## src/rtl/mem_port_arbiter.sv

```systemverilog
// mem_port_arbiter
//   Shares one single-ported memory between the instruction-fetch port
//   (read-only) and the MEM-stage data port (read/write). One requester is
//   granted at a time. The memory request is registered and held until
//   mem_ack_i. The data port has priority when the arbiter is idle. On an
//   ack, the other port is granted directly if it is requesting, so under
//   contention the two ports alternate. A watchdog forces completion and
//   sets a sticky error when the memory stops answering.
//
// Ports
//   clk_i, rst_i         clock (rising edge), asynchronous active-low reset
//   i_req_i/i_addr_i     fetch request (level) and address
//   i_flush_i            discard the in-flight fetch result
//   i_rdata_o/i_valid_o  fetch data, qualified by the one-cycle valid
//   i_stall_o            fetch pending and not completing this cycle
//   d_req_i/d_we_i       data request (level) and write enable
//   d_addr_i/d_wdata_i   data address and write data
//   d_rdata_o/d_valid_o  data read data, qualified by the one-cycle valid
//   d_stall_o            data access pending and not completing this cycle
//   mem_*_o              registered memory request, we, address, write data
//   mem_rdata_i          memory read data, valid together with mem_ack_i
//   mem_ack_i            memory completion pulse
//   err_o                sticky watchdog error
module mem_port_arbiter #(
    parameter int AW      = 32,
    parameter int DW      = 32,
    parameter int TIMEOUT = 64
) (
    input  logic          clk_i,
    input  logic          rst_i,
    input  logic          i_req_i,
    input  logic [AW-1:0] i_addr_i,
    input  logic          i_flush_i,
    output logic [DW-1:0] i_rdata_o,
    output logic          i_valid_o,
    output logic          i_stall_o,
    input  logic          d_req_i,
    input  logic          d_we_i,
    input  logic [AW-1:0] d_addr_i,
    input  logic [DW-1:0] d_wdata_i,
    output logic [DW-1:0] d_rdata_o,
    output logic          d_valid_o,
    output logic          d_stall_o,
    output logic          mem_req_o,
    output logic          mem_we_o,
    output logic [AW-1:0] mem_addr_o,
    output logic [DW-1:0] mem_wdata_o,
    input  logic [DW-1:0] mem_rdata_i,
    input  logic          mem_ack_i,
    output logic          err_o
);

    localparam int CW = (TIMEOUT > 0) ? $clog2(TIMEOUT + 1) : 1;
    localparam logic [CW-1:0] WD_LAST = CW'((TIMEOUT > 0) ? TIMEOUT - 1 : 0);

    typedef enum logic [1:0] {
        IDLE,
        BUSY_I,
        BUSY_D
    } state_t;

    state_t        state, state_d;
    logic          req_d, we_d, err_d, drop, drop_d;
    logic [AW-1:0] addr_d;
    logic [DW-1:0] wdata_d;
    logic [CW-1:0] wd_cnt, cnt_d;
    logic          wd_fire, done, grant_i, grant_d, ivld;

    // The watchdog fires on the TIMEOUT-th consecutive busy cycle without ack;
    // that cycle itself is the forced completion.
    assign wd_fire = (TIMEOUT > 0) && (state != IDLE) && !mem_ack_i && (wd_cnt == WD_LAST);
    assign done    = mem_ack_i | wd_fire;

    always_comb begin
        state_d   = state;
        req_d     = mem_req_o;
        we_d      = mem_we_o;
        addr_d    = mem_addr_o;
        wdata_d   = mem_wdata_o;
        err_d     = err_o;
        drop_d    = drop;
        cnt_d     = wd_cnt;
        grant_i   = 1'b0;
        grant_d   = 1'b0;
        ivld      = 1'b0;
        i_valid_o = 1'b0;
        d_valid_o = 1'b0;
        i_rdata_o = '0;
        d_rdata_o = '0;

        case (state)
            IDLE: begin
                if (d_req_i) begin
                    grant_d = 1'b1;
                end else if (i_req_i) begin
                    grant_i = 1'b1;
                end
            end
            BUSY_I: begin
                if (done) begin
                    ivld      = ~drop & ~i_flush_i;
                    i_valid_o = ivld;
                    if (ivld && mem_ack_i) begin
                        i_rdata_o = mem_rdata_i;
                    end
                    drop_d = 1'b0;
                    err_d  = err_o | wd_fire;
                    // The completing fetch is excluded; only data can follow.
                    if (d_req_i) begin
                        grant_d = 1'b1;
                    end else begin
                        state_d = IDLE;
                        req_d   = 1'b0;
                    end
                end else begin
                    cnt_d = wd_cnt + CW'(1);
                    if (i_flush_i) begin
                        drop_d = 1'b1;
                    end
                end
            end
            BUSY_D: begin
                if (done) begin
                    d_valid_o = 1'b1;
                    if (mem_ack_i && !mem_we_o) begin
                        d_rdata_o = mem_rdata_i;
                    end
                    err_d = err_o | wd_fire;
                    if (i_req_i) begin
                        grant_i = 1'b1;
                    end else begin
                        state_d = IDLE;
                        req_d   = 1'b0;
                    end
                end else begin
                    cnt_d = wd_cnt + CW'(1);
                end
            end
            default: begin
                state_d = IDLE;
                req_d   = 1'b0;
            end
        endcase

        if (grant_d) begin
            state_d = BUSY_D;
            req_d   = 1'b1;
            we_d    = d_we_i;
            addr_d  = d_addr_i;
            wdata_d = d_wdata_i;
            cnt_d   = '0;
        end else if (grant_i) begin
            state_d = BUSY_I;
            req_d   = 1'b1;
            we_d    = 1'b0;
            addr_d  = i_addr_i;
            wdata_d = '0;
            cnt_d   = '0;
            drop_d  = 1'b0;
        end
    end

    // Gated by reset so that every output is low while reset is held.
    assign i_stall_o = rst_i & i_req_i & ~i_valid_o;
    assign d_stall_o = rst_i & d_req_i & ~d_valid_o;

    always_ff @(posedge clk_i or negedge rst_i) begin
        if (!rst_i) begin
            state       <= IDLE;
            mem_req_o   <= 1'b0;
            mem_we_o    <= 1'b0;
            mem_addr_o  <= '0;
            mem_wdata_o <= '0;
            err_o       <= 1'b0;
            drop        <= 1'b0;
            wd_cnt      <= '0;
        end else begin
            state       <= state_d;
            mem_req_o   <= req_d;
            mem_we_o    <= we_d;
            mem_addr_o  <= addr_d;
            mem_wdata_o <= wdata_d;
            err_o       <= err_d;
            drop        <= drop_d;
            wd_cnt      <= cnt_d;
        end
    end

endmodule

```

## config.mk

```make
export PLATFORM = sky130hd
export DESIGN_NAME = mem_port_arbiter
export DESIGN_NICKNAME = d
export VERILOG_FILES = /design/src/rtl/mem_port_arbiter.sv
export SDC_FILE = /design/constraint.sdc
export NUM_CORES = 1
export LEC_CHECK = 0
export CORE_UTILIZATION = 37
export DETAILED_ROUTE_END_ITERATION = 8
export PLACE_DENSITY = 0.93
export SKIP_LAST_GASP = 1
export SLEW_MARGIN = 20
export SYNTH_ARGS = -nofsm -noshare
export SYNTH_HDL_FRONTEND = slang
export SYNTH_SLANG_ARGS = --single-unit
export TNS_END_PERCENT = 10
```

## constraint.sdc

```tcl
create_clock -name clk_i -period 2.4 [get_ports clk_i]
set_input_delay 0.36 -clock clk_i [delete_from_list [all_inputs] [get_ports clk_i]]
set_output_delay 0.36 -clock clk_i [all_outputs]
set_load 0.01 [all_outputs]
```

# Word level (Yosys, flattened, before mapping)
# Index checks and enable logic that the tools add are counted.
[classes]
add_sub_neg = 1
reduce_logical = 14
n_mux = 46
bitwise = 11
n_eq_ne = 9
[ops]
columns = ["operator", "n"]
rows = [
  ["$mux W32", 10],
  ["$mux W7", 4],
  ["$mux W1", 22],
  ["$ne A4 B4 Y1 const B", 4],
  ["$mux W2", 6],
  ["$add A7 B1 Y7 const B", 1],
  ["$eq A7 B6 Y1 const B", 1],
  ["$pmux W2 S3", 1],
  ["$and A1 B1 Y1", 5],
  ["$reduce_and A5 Y1", 1],
  ["$logic_and A1 B1 Y1", 4],
  ["$not A1 Y1", 4],
  ["$pmux W1 S2", 2],
  ["$reduce_and A2 Y1", 2],
  ["$reduce_bool A2 Y1", 2],
  ["$ne A3 B1 Y1 const B", 1],
  ["$ne A3 B3 Y1 const B", 1],
  ["$pmux W1 S3", 1],
  ["$reduce_bool A3 Y1", 1],
  ["$eq A2 B1 Y1 const B", 1],
  ["$eq A2 B2 Y1 const B", 1],
  ["$logic_not A1 Y1", 2],
  ["$logic_not A2 Y1", 1],
  ["$or A1 B1 Y1", 2],
  ["$reduce_or A2 Y1", 1],
]
[word_totals]
output_inout_bits = 135
input_bits = 135
word_cells = 89
ff_bits = 77

# Logic depth before layout (Yosys ltp)
[depth]
depth_word = 8
depth_mapped = 8
mapped_depth_nobuf = 6

# Least setup slack after synthesis
# No wires, ideal clock.
[synth_timing]
kind = "reg2out"
start = "register state[0]"
end = "output port i_valid_o"
required_ns = 2.040
stages_incl_launch_ff = 7
path_slack_ns = 0.373
t_arrival_ns = 1.667
path_buffers = 0
path_cell_list = "dfrtp_1 -> inv_1 -> ha_1 -> nor4b_4 -> and2_1 -> or2_1 -> and3_1"
[synth_between]
elab_chain_len = 6
[synth_rtl]
columns = ["item", "line_no", "source"]
rows = [
  ["start: declaration", "62", "state_t state, state_d;"],
  ["start signal: assignment", "178", "state <= state_d;"],
  ["$reduce_bool A2 Y1", "71", "assign wd_fire = (TIMEOUT > 0) && (state != IDLE) && !mem_ack_i && (wd_cnt == WD_LAST);"],
  ["$logic_and A1 B1 Y1 (2 in series)", "71", ""],
  ["$or A1 B1 Y1", "72", "assign done = mem_ack_i | wd_fire;"],
  ["$mux W1", "100", "if (done) begin"],
  ["$mux W1 *", "91", "case (state)"],
  ["end: declaration", "35", "output logic i_valid_o,"],
]
# Every way passes the cells marked *; elsewhere a longest branch is shown, timed or not.

# Final worst setup path
[layout_timing]
start = "register state[1]"
end = "output port i_rdata_o[16]"
[layout_between]
elab_chain_len = 6
[layout_rtl]
columns = ["item", "line_no", "source"]
rows = [
  ["$reduce_bool A2 Y1", "71", ""],
  ["$logic_and A1 B1 Y1 (2 in series)", "71", ""],
  ["$or A1 B1 Y1", "72", ""],
  ["$mux W32", "100", ""],
  ["$mux W32 *", "91", ""],
  ["end: declaration", "34", "output logic [DW-1:0] i_rdata_o,"],
]
# Marks and branches as above.

==> out/summary.log <==
INFO  run_status     run_status=finished, violations left
INFO  run_status     failed_checks=negative setup slack
INFO  hold_path      timing.hold.worst.class=input port to async pin
INFO  logic_synthesis postSynthCellCount=479
INFO  setup_path     critical_path.endpoint=i_rdata_o[16]
INFO  floorplan      initial_core_util=37.9%
INFO  setup_path     slowest_delay=530ps
INFO  logic_synthesis combinational_family_with_the_most_area_after_synthesis=simple AND/OR/NAND/NOR gates
INFO  clock_tree     cts_tree=done
INFO  grt            grt_antenna_before_repair=2
INFO  logic_synthesis share_of_synthesized_area_occupied_by_flip_flops_and_latches=47.1%
INFO  clock_tree     cts_sinks=77
INFO  detailed_routing detailedRoute.firstIterationViolations=376
INFO  setup_path     critical_path.reg2reg.startpoint=state[1]$_DFFE_PN0P_
INFO  grt            vias_in_the_first_global_route=4573
INFO  timing         final.hold.worst_slack=388ps
INFO  detailed_routing drt_pass1_iterations=8
INFO  timing         worst_pin_slew=881ps
INFO  logic_synthesis synth_fa_ha_area_share=1.22%
INFO  detailed_routing number_of_nets_with_antenna_violations_after_routing=0
INFO  cells_and_area fraction_of_final_layout_cells_sized_beyond_drive_strength_1=8.12%
INFO  logic_synthesis synth-compound-area-share=21.4%
INFO  setup_path     critical_path_arrival=2050ps
INFO  detailed_routing wl_per_cell=16.3µm
INFO  timing         finalClockSkew=8.62ps
INFO  clock_tree     clock_buffer_count_from_cts=9
INFO  cells_and_area util_after_layout=67.9%
INFO  logic_synthesis synth_warnings=0
INFO  logic_synthesis post_synth_instance_area=0.00410mm²
INFO  setup_path     r2r_setup_slack=220ps
INFO  timing         setup_viol_count_final=2
INFO  logic_synthesis postSynth.asyncResetShare=100%
INFO  floorplan      placement_rows=38
INFO  floorplan      design.core.area=0.0108mm²
INFO  setup_path     timing.rr.end=state[1]$_DFFE_PN0P_
INFO  timing         maxSlewViolCount=0
INFO  logic_synthesis synthXorXnorAreaFrac=1.07%
INFO  detailed_routing detailroute.via_count=4618
INFO  setup_path     crit_slowest_cell=sky130_fd_sc_hd__clkdlybuf4s50_1
INFO  floorplan      die_height=107µm
INFO  logic_synthesis synth_nets=618
INFO  pwr            p_leak=0.00303µW
INFO  timing         setup_repair_after_global_routing_missed_its_margin=true
INFO  logic_synthesis synthesis.area_per_instance=8.55µm²
INFO  floorplan      num_io_pins=270
INFO  logic_synthesis synth-edff-count=0
INFO  clock_tree     clk_transition_reported_paths=80ps
INFO  timing         finalHoldViolCount=0
INFO  cells_and_area register_area=0.00193mm²
INFO  setup_path     worstSetupPathType=register to output pin
INFO  logic_synthesis synth_simple_gate_area_share=24.0%
INFO  detailed_routing drt-total-wl=14500µm
INFO  setup_path     cp_cell_sequence=inv_1 -> ha_4 -> and3_4 -> buf_12 -> and2_1 -> clkdlybuf4s50_1
INFO  setup_path     critical_path_required=2040ps
INFO  place          place.detailed.hpwl=11000µm
INFO  detailed_routing drc_errors=0
INFO  floorplan      fp.dieArea=0.0115mm²
INFO  clock_tree     clkLatencyLatePin=340ps
INFO  setup_path     r2r_cells=8
INFO  setup_path     cp.buffers_inverters=3
INFO  logic_synthesis post_synth_mux_area_share=0.489%
INFO  timing         setup_slack=-8.10ps
INFO  pwr            vdd_drop_max=0.584mV
INFO  logic_synthesis ys_seq_elements=77
INFO  grt            grt_use_total=25.0%
INFO  setup_path     depth_of_the_critical_timing_path_with_buffers_and_inverters_included=6
INFO  timing         max_clock_freq=415MHz
INFO  clock_tree     clk_root_buffer_cell=sky130_fd_sc_hd__clkbuf_8
INFO  place          placed_area=0.00706mm²
INFO  place          place_worst_setup_slack=-230ps
INFO  logic_synthesis synth.distinct_cells=38
INFO  clock_tree     postCtsSetupBuffers=0
INFO  cells_and_area multi_input_area=0.00202mm²
INFO  grt            grt_first_pass_wirelength=22200µm
INFO  setup_path     crit_start=state[1]$_DFFE_PN0P_
INFO  place          globalplace.congestion=0.923
INFO  cells_and_area fillers=821
INFO  floorplan      die_w=107µm
INFO  place          portBuffers=269
INFO  logic_synthesis dominantRegCellSynth=sky130_fd_sc_hd__dfrtp_1
INFO  pwr            pwr_density_cell=1030mW/mm²
INFO  timing         timing.max_slew.rel_slack=41.3%
INFO  cells_and_area post_layout_nonfiller_instances=893
INFO  setup_path     timing.critical_path.max_delay_family=buffers and inverters
INFO  cells_and_area finish.instance_area=0.00733mm²
INFO  setup_path     critical_path.startpoint_type=register
INFO  cells_and_area area_growth_syn_to_layout=79.0%
INFO  clock_tree     htree_levels=3
INFO  clock_tree     cts_max_path_buffers=2
INFO  timing         final.min_clock_period=2410ps
INFO  setup_path     cp-end-kind=output pin
INFO  cells_and_area finish.net_count=885
INFO  timing         timing.final.crit_share=100%
INFO  grt            grt_start_max_net_pins=71
INFO  grt            total_grt_overflow=0
INFO  setup_path     crit_path_max_fanout=32
INFO  detailed_routing vias_per_cell=5.17
INFO  place          dp.cells=874
INFO  job            count_of_max_cap_constraint_violations=0
-- report_power, final --
group / total [µW] / internal, µW / switching, µW
Combinational: 4240 / 2150 / 2080
Sequential: 2190 / 1870 / 316
Clock: 1120 / 641 / 479
Total: 7550 / 4670 / 2880
-- worst min-delay path by stage --
stage,cells past startpoint,endpoint,startpoint
2_1_floorplan,0,drop$_DFF_PN0_,rst_i
3_3_place_gp,1,err_o$_DFFE_PN0P_,rst_i
3_5_place_dp,1,err_o$_DFFE_PN0P_,rst_i
4_1_cts,2,state[0]$_DFFE_PN0P_,rst_i
5_1_grt,2,state[0]$_DFFE_PN0P_,rst_i
6_report,2,err_o$_DFFE_PN0P_,rst_i
-- state kept, by name (all words and copies together), names as in the netlist --
name and count:
state 2, drop 1, err_o 1, mem_wdata_o 32, wd_cnt 7, mem_we_o 1, mem_addr_o 32, mem_req_o 1
-- worst register-to-register path, stage by stage, from the launching register on --
cell and delay (ps):
sky130_fd_sc_hd__dfrtp_1 380, sky130_fd_sc_hd__inv_1 120, sky130_fd_sc_hd__ha_1 250, sky130_fd_sc_hd__buf_4 170, sky130_fd_sc_hd__nor2b_1 420, sky130_fd_sc_hd__o21a_1 200
sky130_fd_sc_hd__buf_4 220, sky130_fd_sc_hd__nand2_1 110, sky130_fd_sc_hd__a31o_1 210
-- layout by cell type (no fill, tap or decap), drive strengths merged, types with 12 or more instances in the layout --
| cell type | count |
|---|---|
| o21ai | 66 |
| clkbuf | 12 |
| nor2 | 36 |
| dfrtp | 77 |
| buf | 27 |
| a21oi | 35 |
| clkdlybuf4s50 | 259 |
| and2 | 66 |
| a31oi | 33 |
| nand2 | 72 |
-- per-layer routing --
layer	up-vias	GRT usage (%)	wire length [µm]
met2	253	44.7	7530
met1	2151	27.6	5320
met4	0	11.5	464
li1	2180	-	-
met3	34	6.32	1220
met5	-	0	0
-- Yosys cell counts (2+ instances only) --
library cell / instances / area share [%]
sky130_fd_sc_hd__a211o_1: 2 / 0.43
sky130_fd_sc_hd__a211oi_1: 3 / 0.55
sky130_fd_sc_hd__a21oi_1: 35 / 4.3
sky130_fd_sc_hd__a221o_1: 2 / 0.49
sky130_fd_sc_hd__a221oi_2: 2 / 0.73
sky130_fd_sc_hd__a31o_1: 2 / 0.43
sky130_fd_sc_hd__a31oi_1: 33 / 5.0
sky130_fd_sc_hd__and2_1: 66 / 10
sky130_fd_sc_hd__and3_1: 3 / 0.46
sky130_fd_sc_hd__buf_2: 23 / 2.8
sky130_fd_sc_hd__clkbuf_1: 17 / 1.6
sky130_fd_sc_hd__dfrtp_1: 77 / 47
sky130_fd_sc_hd__ha_1: 4 / 1.2
sky130_fd_sc_hd__inv_1: 4 / 0.37
sky130_fd_sc_hd__mux2i_1: 2 / 0.49
sky130_fd_sc_hd__nand2_1: 72 / 6.6
sky130_fd_sc_hd__nand4_1: 2 / 0.31
sky130_fd_sc_hd__nor2_1: 35 / 3.2
sky130_fd_sc_hd__nor2b_1: 2 / 0.31
sky130_fd_sc_hd__nor3_1: 7 / 0.86
sky130_fd_sc_hd__o21ai_1: 66 / 8.1
sky130_fd_sc_hd__xnor2_1: 3 / 0.64
sky130_fd_sc_hd__xor2_1: 2 / 0.43
-- metrics by stage --
stage | setup TNS [ps] | total power (µW)
after global placement | -3360 | 6270
after global routing | -5930 | 8050
after detailed placement | -6500 | 6440
final | -12.3 | 7550
after CTS | -7.72 | 7590
after floorplan | 0 | 4200
-- final cells by class --
type                    instances  area share, %
multi-input cells             358           27.6
repair buffers                296           40.4
flip-flops and latches         77           26.3
clock inverters                 4          0.956
diodes                          2         0.0683
inverters                       4          0.205
well taps                     140           2.39
clock buffers                  12           2.12
-- cell families after synthesis --
family / Yosys count
AND/OR/NAND/NOR: 196
AO/OA/AOI/OAI: 151
flip-flops: 77
buffers and inverters: 44
XOR/XNOR: 5
adder cells (fa/ha/maj): 4
multiplexers: 2
-- what timing repair did --
action                                 in CTS  in global routing
pin swaps                                   1                  0
setup endpoints to repair                  68                 66
hold buffers                                1                  0
endpoints found under the hold margin       7                  0
resized for setup                          19                  2
Power figures use the tool's default switching activity.
